--- src/rtl/pipe_ctrl_hazard.sv ---
// Purpose : carries decoded control words D->E->M->W and detects load-use hazards.
//           It also applies jump flushes, drives ALU forwarding selects and counts stalls and flushes.
// Latency : one cycle per stage (D->E, E->M, M->W); hazard and forward outputs are combinational.
// Backpr. : only F/D can be held (stall_fd); E takes a bubble, and M/W always advance.
// Ports   : clk/rst_n; D bundle (d_valid, d_ctrl, d_ra1/2, d_wa, d_use1/2); branch_taken;
//           per-stage ctrl/valid, m_wa/w_wa; stall_fd, flush_d, fwd_a/fwd_b; stall_cnt, flush_cnt.
// d_ctrl bit order: {RegWrite,MemtoReg,MemWrite,ALUSrc,FlagsWrite,RegSrc,ALUControl[2:0]}.
module pipe_ctrl_hazard #(
  parameter int RA_W  = 4,
  parameter int CNT_W = 16
) (
  input  logic             clk,
  input  logic             rst_n,
  input  logic             d_valid,
  input  logic [8:0]       d_ctrl,
  input  logic [RA_W-1:0]  d_ra1,
  input  logic [RA_W-1:0]  d_ra2,
  input  logic [RA_W-1:0]  d_wa,
  input  logic             d_use1,
  input  logic             d_use2,
  input  logic             branch_taken,
  output logic [8:0]       e_ctrl,
  output logic [8:0]       m_ctrl,
  output logic [8:0]       w_ctrl,
  output logic             e_valid,
  output logic             m_valid,
  output logic             w_valid,
  output logic [RA_W-1:0]  m_wa,
  output logic [RA_W-1:0]  w_wa,
  output logic             stall_fd,
  output logic             flush_d,
  output logic [1:0]       fwd_a,
  output logic [1:0]       fwd_b,
  output logic [CNT_W-1:0] stall_cnt,
  output logic [CNT_W-1:0] flush_cnt
);

  localparam int REG_WRITE  = 8;
  localparam int MEM_TO_REG = 7;
  localparam logic [CNT_W-1:0] CNT_MAX = '1;

  // Stage E
  logic            e_valid_q, e_valid_d;
  logic [8:0]      e_ctrl_q,  e_ctrl_d;
  logic [RA_W-1:0] e_wa_q,    e_wa_d;
  logic [RA_W-1:0] e_ra1_q,   e_ra1_d;
  logic [RA_W-1:0] e_ra2_q,   e_ra2_d;
  logic            e_use1_q,  e_use1_d;
  logic            e_use2_q,  e_use2_d;
  // Stage M
  logic            m_valid_q, m_valid_d;
  logic [8:0]      m_ctrl_q,  m_ctrl_d;
  logic [RA_W-1:0] m_wa_q,    m_wa_d;
  // Stage W
  logic            w_valid_q, w_valid_d;
  logic [8:0]      w_ctrl_q,  w_ctrl_d;
  logic [RA_W-1:0] w_wa_q,    w_wa_d;
  // Event counters
  logic [CNT_W-1:0] stall_cnt_q, stall_cnt_d;
  logic [CNT_W-1:0] flush_cnt_q, flush_cnt_d;

  logic load_use;
  logic stall_int;
  logic flush_int;

  // Hazard detection. The rst_n gating keeps flush_d at 0 while reset is held,
  // even if branch_taken is driven high upstream.
  always_comb begin
    load_use  = e_valid_q & e_ctrl_q[MEM_TO_REG] & e_ctrl_q[REG_WRITE] & d_valid &
                ((d_use1 & (d_ra1 == e_wa_q)) | (d_use2 & (d_ra2 == e_wa_q)));
    flush_int = rst_n & branch_taken;
    // A taken jump wins: the younger load-dependent instruction is discarded anyway.
    stall_int = rst_n & ~branch_taken & load_use;
  end

  // Next-state for the stage registers and counters.
  always_comb begin
    e_valid_d = 1'b0;
    e_ctrl_d  = '0;
    e_wa_d    = '0;
    e_ra1_d   = '0;
    e_ra2_d   = '0;
    e_use1_d  = 1'b0;
    e_use2_d  = 1'b0;
    // Either a flush or a stall inserts a bubble into E. Otherwise E takes D,
    // but only if D holds a real instruction, so invalid stages stay all-zero.
    if (!flush_int && !stall_int && d_valid) begin
      e_valid_d = 1'b1;
      e_ctrl_d  = d_ctrl;
      e_wa_d    = d_wa;
      e_ra1_d   = d_ra1;
      e_ra2_d   = d_ra2;
      e_use1_d  = d_use1;
      e_use2_d  = d_use2;
    end

    m_valid_d = e_valid_q;
    m_ctrl_d  = e_ctrl_q;
    m_wa_d    = e_wa_q;
    w_valid_d = m_valid_q;
    w_ctrl_d  = m_ctrl_q;
    w_wa_d    = m_wa_q;

    stall_cnt_d = stall_cnt_q;
    if (stall_int && (stall_cnt_q != CNT_MAX)) begin
      stall_cnt_d = stall_cnt_q + CNT_W'(1);
    end
    flush_cnt_d = flush_cnt_q;
    if (flush_int && (flush_cnt_q != CNT_MAX)) begin
      flush_cnt_d = flush_cnt_q + CNT_W'(1);
    end
  end

  // Forwarding selects. M is checked first because it holds the newer value.
  // A load sitting in M has no data yet, so it is excluded; load_use has
  // already separated it from its consumer by one cycle.
  always_comb begin
    fwd_a = 2'b00;
    fwd_b = 2'b00;
    if (e_valid_q && e_use1_q) begin
      if (m_valid_q && m_ctrl_q[REG_WRITE] && !m_ctrl_q[MEM_TO_REG] && (m_wa_q == e_ra1_q)) begin
        fwd_a = 2'b10;
      end else if (w_valid_q && w_ctrl_q[REG_WRITE] && (w_wa_q == e_ra1_q)) begin
        fwd_a = 2'b01;
      end
    end
    if (e_valid_q && e_use2_q) begin
      if (m_valid_q && m_ctrl_q[REG_WRITE] && !m_ctrl_q[MEM_TO_REG] && (m_wa_q == e_ra2_q)) begin
        fwd_b = 2'b10;
      end else if (w_valid_q && w_ctrl_q[REG_WRITE] && (w_wa_q == e_ra2_q)) begin
        fwd_b = 2'b01;
      end
    end
  end

  always_ff @(posedge clk or negedge rst_n) begin
    if (!rst_n) begin
      e_valid_q   <= 1'b0;
      e_ctrl_q    <= '0;
      e_wa_q      <= '0;
      e_ra1_q     <= '0;
      e_ra2_q     <= '0;
      e_use1_q    <= 1'b0;
      e_use2_q    <= 1'b0;
      m_valid_q   <= 1'b0;
      m_ctrl_q    <= '0;
      m_wa_q      <= '0;
      w_valid_q   <= 1'b0;
      w_ctrl_q    <= '0;
      w_wa_q      <= '0;
      stall_cnt_q <= '0;
      flush_cnt_q <= '0;
    end else begin
      e_valid_q   <= e_valid_d;
      e_ctrl_q    <= e_ctrl_d;
      e_wa_q      <= e_wa_d;
      e_ra1_q     <= e_ra1_d;
      e_ra2_q     <= e_ra2_d;
      e_use1_q    <= e_use1_d;
      e_use2_q    <= e_use2_d;
      m_valid_q   <= m_valid_d;
      m_ctrl_q    <= m_ctrl_d;
      m_wa_q      <= m_wa_d;
      w_valid_q   <= w_valid_d;
      w_ctrl_q    <= w_ctrl_d;
      w_wa_q      <= w_wa_d;
      stall_cnt_q <= stall_cnt_d;
      flush_cnt_q <= flush_cnt_d;
    end
  end

  // Stage registers are already zero when invalid; the valid gating keeps
  // that guarantee explicit at the ports.
  assign e_ctrl    = e_valid_q ? e_ctrl_q : '0;
  assign m_ctrl    = m_valid_q ? m_ctrl_q : '0;
  assign w_ctrl    = w_valid_q ? w_ctrl_q : '0;
  assign e_valid   = e_valid_q;
  assign m_valid   = m_valid_q;
  assign w_valid   = w_valid_q;
  assign m_wa      = m_wa_q;
  assign w_wa      = w_wa_q;
  assign stall_fd  = stall_int;
  assign flush_d   = flush_int;
  assign stall_cnt = stall_cnt_q;
  assign flush_cnt = flush_cnt_q;

endmodule
--- config.mk ---
export PLATFORM = sky130hd
export DESIGN_NAME = pipe_ctrl_hazard
export DESIGN_NICKNAME = d
export VERILOG_FILES = /design/src/rtl/pipe_ctrl_hazard.sv
export SDC_FILE = /design/constraint.sdc
export NUM_CORES = 1
export LEC_CHECK = 0
export BUFFER_PORTS_ARGS = -buffer_cell sky130_fd_sc_hd__buf_2
export CELL_PAD_IN_SITES_DETAIL_PLACEMENT = 0
export CELL_PAD_IN_SITES_GLOBAL_PLACEMENT = 1
export CORE_AREA = 2 2 86 129
export CTS_CLUSTER_DIAMETER = 50
export DETAILED_ROUTE_END_ITERATION = 8
export DIE_AREA = 0 0 88 131
export PLACE_DENSITY_LB_ADDON = 0.1
export RECOVER_POWER = 25
export SETUP_SLACK_MARGIN = 0.3
export SYNTH_ARGS = -nofsm -noshare
export SYNTH_HDL_FRONTEND = slang
export SYNTH_SLANG_ARGS = --single-unit
--- constraint.sdc ---
create_clock -name clk -period 2.5 [get_ports clk]
set_input_delay 0.25 -clock clk [delete_from_list [all_inputs] [get_ports clk]]
set_output_delay 0.25 -clock clk [all_outputs]
set_load 0.01 [all_outputs]
After elaboration in Yosys (flattened, before gate mapping)
Index checks and enable logic that the tools add are counted.
{ "totals": {"regBits": 84, "input_bits": 27, "word_cells": 68} }
{ "classes": {"n_addsub": 2, "eq_ne": 8, "muxes": 16, "bitwise_logic": 11, "n_reduce_logical": 16} }
{ "ops": {"columns": ["op", "count"], "rows": [
  ["$mux 9", 4],
  ["$add 16x1->16 const B", 2],
  ["$ne 16x16->1 const B", 2],
  ["$eq 4x4->1", 6],
  ["$logic_and 1x1->1", 13],
  ["$mux 4", 3],
  ["$and 1x1->1", 9],
  ["$mux 2", 4],
  ["$mux 1", 5],
  ["$logic_not 1->1", 3],
  ["$not 1->1", 1],
  ["$or 1x1->1", 1]
]} }

Logic depth before layout (Yosys ltp)
Gate-level depths: netlist of run 1.
{ "depth": {"depth_word": 9, "depth_mapped": 7} }

Least setup slack after synthesis of run 1
No wires, ideal clock.
{ "synth_path": {"kind": "register -> register", "startpoint": "register stall_cnt_q[0] (netlist: stall_cnt[0])", "endpoint": "register stall_cnt_q[14] (netlist: stall_cnt[14])", "setup_ps": 125, "t_arrival_ps": 1819, "required_time_ps": 2375, "setup_slack_ps": 556, "stages_incl_launch_ff": 6, "n_path_buf": 0, "period_less_slack_ps": 1944, "path_cell_list": "dfrtp_1 ha_1 nand3_2 or3_1 nor4b_1 mux2_2"} }
{ "synth_via": {"elab_chain_len": 2} }
{ "synth_rtl": {"columns": ["item", "line_no", "text"], "rows": [
  ["start: declaration", "59", "logic [CNT_W-1:0] stall_cnt_q, stall_cnt_d;"],
  ["start signal: assignment", "167", "stall_cnt_q <= stall_cnt_d;"],
  ["parallel branches: the longest is 2 deep, another holds $add 16x1->16", null, null]
]} }
Parallel ways; which one is timed is not known.
A chain may end at the register's enable or synchronous reset.

Worst setup path in the final report of run 1
{ "layout_path": {"startpoint": "register e_wa_q[1]", "endpoint": "register stall_cnt_q[15] (netlist: stall_cnt[15])"} }
{ "layout_via": {"elab_chain_len": 6} }
{ "layout_rtl": {"columns": ["item", "line_no", "text"], "rows": [
  ["start: declaration", "45", "logic [RA_W-1:0] e_wa_q, e_wa_d;"],
  ["start signal: assignment", "156", "e_wa_q <= e_wa_d;"],
  ["$eq 4x4->1", "70", "((d_use1 & (d_ra1 == e_wa_q)) | (d_use2 & (d_ra2 == e_wa_q)));"],
  ["$and 1x1->1", "70", null],
  ["$or 1x1->1 *", "70", null],
  ["$and 1x1->1 *", "69", "load_use = e_valid_q & e_ctrl_q[MEM_TO_REG] & e_ctrl_q[REG_WRITE] & d_valid &"],
  ["$and 1x1->1 *", "73", "stall_int = rst_n & ~branch_taken & load_use;"],
  ["$logic_and 1x1->1 *", "105", "if (stall_int && (stall_cnt_q != CNT_MAX)) begin"]
]} }
Every way passes the cells marked *; elsewhere a longest branch is shown, timed or not.

==> impl_metrics.ini, run 1 <==
[status]
status = finished with violations
violations = capacitance limit, slew limit

[synthesis]
synth_largest_area_cell = dfrtp_1
yosysMostFrequentCell = dfrtp_1
synth_commonest_cells = dfrtp_1 (84), and2_1 (50), xnor2_1 (29)
syn-cell-area_mm2 = 0.00354
ys_types = 37
synth_area_per_cell_um2 = 11.9
synth_nets = 326
yosys_register_bits = 84
ys.flop_type = dfrtp_1
syn_inst = 297
synth-edff-count = 0
async_flop_share = 1.00
synth_area_leaders = dfrtp_1 (59%), and2_1 (8.8%), xnor2_1 (7.2%)
ys_seq_area_frac = 0.594
synthDominantCellAreaShare = 0.594
yosysWarnings = 0

[global_routing]
gr-total-overflow = 0
antenna_found_initial = 0
grt_usage = 0.145
grt_max_degree = 77
grt_first_pass_wirelength_mm = 12.7
grt_pass1_vias = 2466

[critical_path]
crit_path_end_kind = flop
timing.critical_path.buf_inv = 0
path_cells = xnor2_1, nand4_1, o22a_2, nor4_1, mux2_2
critPathArrivalTime_ns = 2.25
cp_top_family = simple AND/OR/NAND/NOR gates
slowest_stage = dfrtp_1
ff2ff_path_depth = 5
start_kind = flop
worstPathRequired_ns = 2.72
cp_max_fo = 16
crit_type = reg2reg
path_depth = 5
critPathMaxStageDelay_ns = 0.41

[pwr]
peakVddDrop_mv = 0.398
total_power_mw = 3.23
leakage_nw = 2.29
powerDensity_mw_per_mm2 = 711

[job]
maxCapViolations = 1

[clocking]
postCtsSetupRepairBufs = 0
clockBufferDepth = 2
cts_sinks = 84
worst_setup_hold_path_clk_slew_ns = 0.07
cts_made_buffers = 9
root_buffer = clkbuf_16
cts_tree = done
clock_latency_ns = 0.34
htree_num_levels = 3

[timing]
fmax_ghz = 0.493
period_minus_slack_ns = 2.03
setup_tns_ns = 0
hold_violations = 0
tightest_slew_ns = 1.86
setup_ws_ns = 0.470
setup_viol = 0
fin_crit_sh = 0.812
rsz0062_at_grt = no
relSlewSlack = -0.239
timing.final.max_slew_violations = 77
skew_ns = 0.00615

[placed_design]
hpwl_mm = 5.92
gp_congestion = 0.737
dp_slack_ns = 0.366
portBuffers = 102

[route]
dr_total_vias = 2530
route.detailed.drc = 0
antenna_left = 0
drt_iter0_drc = 67
wire_per_inst_um = 14.1
dr.pass1.iters = 4
totalWireLength_mm = 7.86
vias_per_cell = 4.53

[final_layout]
antenna_cells = 0
drive_above_1_share = 0.324
fin_nets = 438
fillCellCount = 1033
syn_to_final_growth_pct = 28.4

[die]
ios = 103
dieArea_mm2 = 0.0115
die_h_um = 131
dieWidth_um = 88
initial_core_util = 0.340
core_mm2 = 0.0104
core.rowCount = 46

[min_path]
hold_path_depth = 2
hp-class = in2reg
## final timing paths
check                           slack (ns)   startpoint       endpoint
min in group asynchronous             0.50        rst_n   flush_cnt[2]
worst min-delay path                  0.11    d_ctrl[2]    e_ctrl_q[2]
worst max register to register        0.47    e_wa_q[1]  stall_cnt[15]
worst max-delay path                  0.47    e_wa_q[1]  stall_cnt[15]
worst min register to register        0.37  m_ctrl_q[6]    w_ctrl_q[6]
max in group asynchronous             0.73        rst_n  flush_cnt[12]
## sequential cells by signal (all words and copies together) (netlist names)
signal,count
flush_cnt,16
stall_cnt,16
e_ctrl_q,9
m_ctrl_q,9
w_ctrl_q,9
e_ra1_q,4
e_ra2_q,4
e_wa_q,4
m_wa,4
w_wa,4
e_use1_q,1
e_use2_q,1
e_valid,1
m_valid,1
w_valid,1
## power breakdown
part | switching (mW) | total (mW) | internal [mW]
combinational | 0.171 | 0.322 | 0.151
sequential | 0.0970 | 1.55 | 1.45
clock | 0.573 | 1.36 | 0.792
## stage by stage
stage / util / std cells / area (um^2) / hold slack [ns]
finish: 0.436 / 558 / 4540 / 0.115
CTS: 0.436 / 558 / 4540 / 0.102
global route: 0.436 / 558 / 4540 / 0.110
global placement: 0.406 / 541 / 4230 / 0.0886
floorplan: - / 297 / 3540 / -0.0456
detailed placement: 0.406 / 541 / 4230 / 0.0905
## layout by cell type, fill, tap and decap left out, drive strengths merged, types with 2 or more instances in the layout
cell type / instances
ha: 2
nor4b: 4
and2: 50
clkbuf: 12
and3: 5
dfrtp: 84
nand2: 15
mux2: 5
xnor2: 29
buf: 102
a31oi: 2
or3: 3
nor4: 4
nor3: 13
xor2: 19
nand4: 12
nor2: 14
inv: 6
clkinv: 2
nand3: 16
o21ai: 3
## kinds of logic (layout without fill, tap and decap cells)
group           after synthesis  count (layout)  share of synthesized area
buf+inv                       7             124                     0.0106
compound gates                9               9                     0.0159
flops                        84              84                      0.594
simple gates                142             142                      0.238
fa+ha+maj                     2               2                    0.00707
mux                           5               5                     0.0159
xor+xnor                     48              48                      0.119
## metal layers
metal	share of wire	GRT usage	vias up
met3	0.069	0.0377	10
met1	0.39	0.174	1211
li1	-	-	1230
met4	0.016	0.0624	0
met5	0	0	-
met2	0.53	0.244	79
## final cells by class
type / count / area, um^2 / share of cell area
Tap cell: 144 / 180 / 0.0396
Clock buffer: 9 / 225 / 0.0496
Timing Repair Buffer: 106 / 536 / 0.118
Clock inverter: 7 / 81.3 / 0.0179
Multi-Input combinational cell: 206 / 1410 / 0.311
Sequential cell: 84 / 2100 / 0.463
Inverter: 2 / 7.51 / 0.00165
## repair_timing
item                                   in CTS  in global routing
setup endpoints to repair                   0                 26
resized for setup                           0                  3
hold buffers                                1                  0
endpoints found under the hold margin       8                  0
Note: power is estimated with default switching activity, not from simulation.
==> run 2: changes to the inputs <==
clock period = 1.9 ns   (was 2.5 ns; I/O delays follow)
==> run 2 against run 1 <==
- the flow now finishes without violations
- combinational power increased by 110%
- die area unchanged
- sequential share of layout area decreased by 5.8 points
- setup slack got worse by 0.35 ns
- cell area increased by 15%
- clock power increased by 31%
- total power increased by 38%
- count of clock-buffer cells in the layout unchanged
- critical path depth increased by 1
- critical path type unchanged
- largest cell class unchanged
==> impl_metrics.ini, run 2 (synthesis gave the netlist of run 1 again) <==
[status]
status = complete, no violations

[placed_design]
placed_cell_area_mm2 = 0.00442
portBuffers = 102
hpwl_mm = 6.21
gp_congestion = 0.760

[pwr]
peakVddDrop_mv = 0.489
powerDensity_mw_per_mm2 = 852
leakage_nw = 2.58
total_power_mw = 4.45

[die]
dieWidth_um = 88
dieArea_mm2 = 0.0115
initial_core_util = 0.340
core_mm2 = 0.0104
ios = 103
core.rowCount = 46
die_h_um = 131

[final_layout]
layout_commonest_cell = buf_2
drive_above_1_share = 0.484
antenna_cells = 0
final_area_mm2 = 0.00522
syn_to_final_growth_pct = 47.5
final_cell_mix = buf_2 (100), dfrtp_1 (75), and2_1 (48)
fin_nets = 474

[clocking]
clockBufferDepth = 2
cts_sinks = 84
worst_setup_hold_path_clk_slew_ns = 0.07
clock_latency_ns = 0.34
htree_num_levels = 3
cts_made_buffers = 9
cts_tree = done
root_buffer = clkbuf_16

[critical_path]
cp_max_fo = 5
crit_type = reg2reg
path_cells = xnor2_2, nand4_1, o22a_4, buf_6, nor4_4, mux2_4
critPathMaxStageDelay_ns = 0.44
worstPathRequired_ns = 2.12
start_kind = flop
slowest_stage = dfrtp_1
crit_path_end_kind = flop
critPathArrivalTime_ns = 2.00

[timing]
hold_violations = 0
setup_viol = 0
holdWs_ns = 0.0553
skew_ns = 0.00647
setup_tns_ns = 0
period_minus_slack_ns = 1.78
fin_crit_sh = 0.937
relSlewSlack = 0.0681
fmax_ghz = 0.561
tightest_slew_ns = 1.40
timing.final.max_slew_violations = 0
rsz0062_at_grt = yes

[route]
wire_per_inst_um = 14.0
dr.pass1.iters = 4
drt_iter0_drc = 67
vias_per_cell = 4.56
dr_total_vias = 2707
totalWireLength_mm = 8.33
antenna_left = 0
route.detailed.drc = 0

[min_path]
hp-class = in2reg

[global_routing]
grt_max_degree = 59
grt_pass1_vias = 2708
gr-total-overflow = 0
grt_first_pass_wirelength_mm = 13.1
antenna_found_initial = 1
grt_usage = 0.151

[job]
maxCapViolations = 0
run 2: changes by cell type in the layout (fill, tap and decap cells not counted), sizes merged:
| cell | before | now |
|---|---|---|
| clkinvlp | 0 | 1 |
| buf | 102 | 139 |
| clkinv | 2 | 1 |
| clkbuf | 12 | 11 |
run 2: final timing paths:
check                                 start       endpoint  slack (ns)  cells after the start
worst max-delay path              e_wa_q[1]  stall_cnt[15]        0.12                      6
worst min-delay path              d_ctrl[3]    e_ctrl_q[3]        0.06                      2
worst max register to register    e_wa_q[1]  stall_cnt[15]        0.12                      6
worst min register to register  e_ctrl_q[5]    m_ctrl_q[5]        0.37                      0
max in group asynchronous             rst_n  stall_cnt[11]        0.52                      2
min in group asynchronous             rst_n    m_ctrl_q[7]        0.45                      2
run 2: per-layer routing:
metal | vias up | GRT usage | part of all wire
met3 | 8 | 0.0327 | 0.044
li1 | 1304 | - | -
met2 | 68 | 0.270 | 0.54
met1 | 1327 | 0.171 | 0.40
met5 | - | 0 | 0
met4 | 0 | 0.0652 | 0.016
run 2: timing repair:
action	in CTS	in global routing
setup endpoints to repair	52	54
pin swaps	25	14
gates resized for setup	40	21
hold buffers	2	0
endpoints found under the hold margin	26	0
buffers inserted	15	6
run 2: layout make-up:
class                           instances  area, um^2
Fill cell                             987        5200
Sequential cell                        84        2110
Multi-Input combinational cell        206        1750
Timing Repair Buffer                  142         867
Clock buffer                            9         225
Tap cell                              144         180
Clock inverter                          7        81.3
Inverter                                2        7.51
run 2: power by group:
group	switching (mW)	total, mW	leakage (nW)	internal (mW)
Combinational	0.318	0.662	1.33	0.344
Clock	0.736	1.78	0.147	1.04
Sequential	0.103	2.01	1.10	1.91
run 2: critical path: cells and delay by family, from the launching register on:
family / cells / cell delay (ns)
AOI/OAI and AO/OA: 1 / 0.29
DFF: 1 / 0.44
and+or+nand+nor: 2 / 0.29
xor gates and xnor gates: 1 / 0.18
muxes: 1 / 0.32
buffers and inverters: 1 / 0.15
run 2: stage by stage:
step	setup WS, ns	instances	util
global placement	0.0540	555	0.424
CTS	0.115	588	0.488
floorplan	0.0730	297	-
global route	0.0358	594	0.501
finish	0.119	594	0.501
detailed placement	0.00684	555	0.424
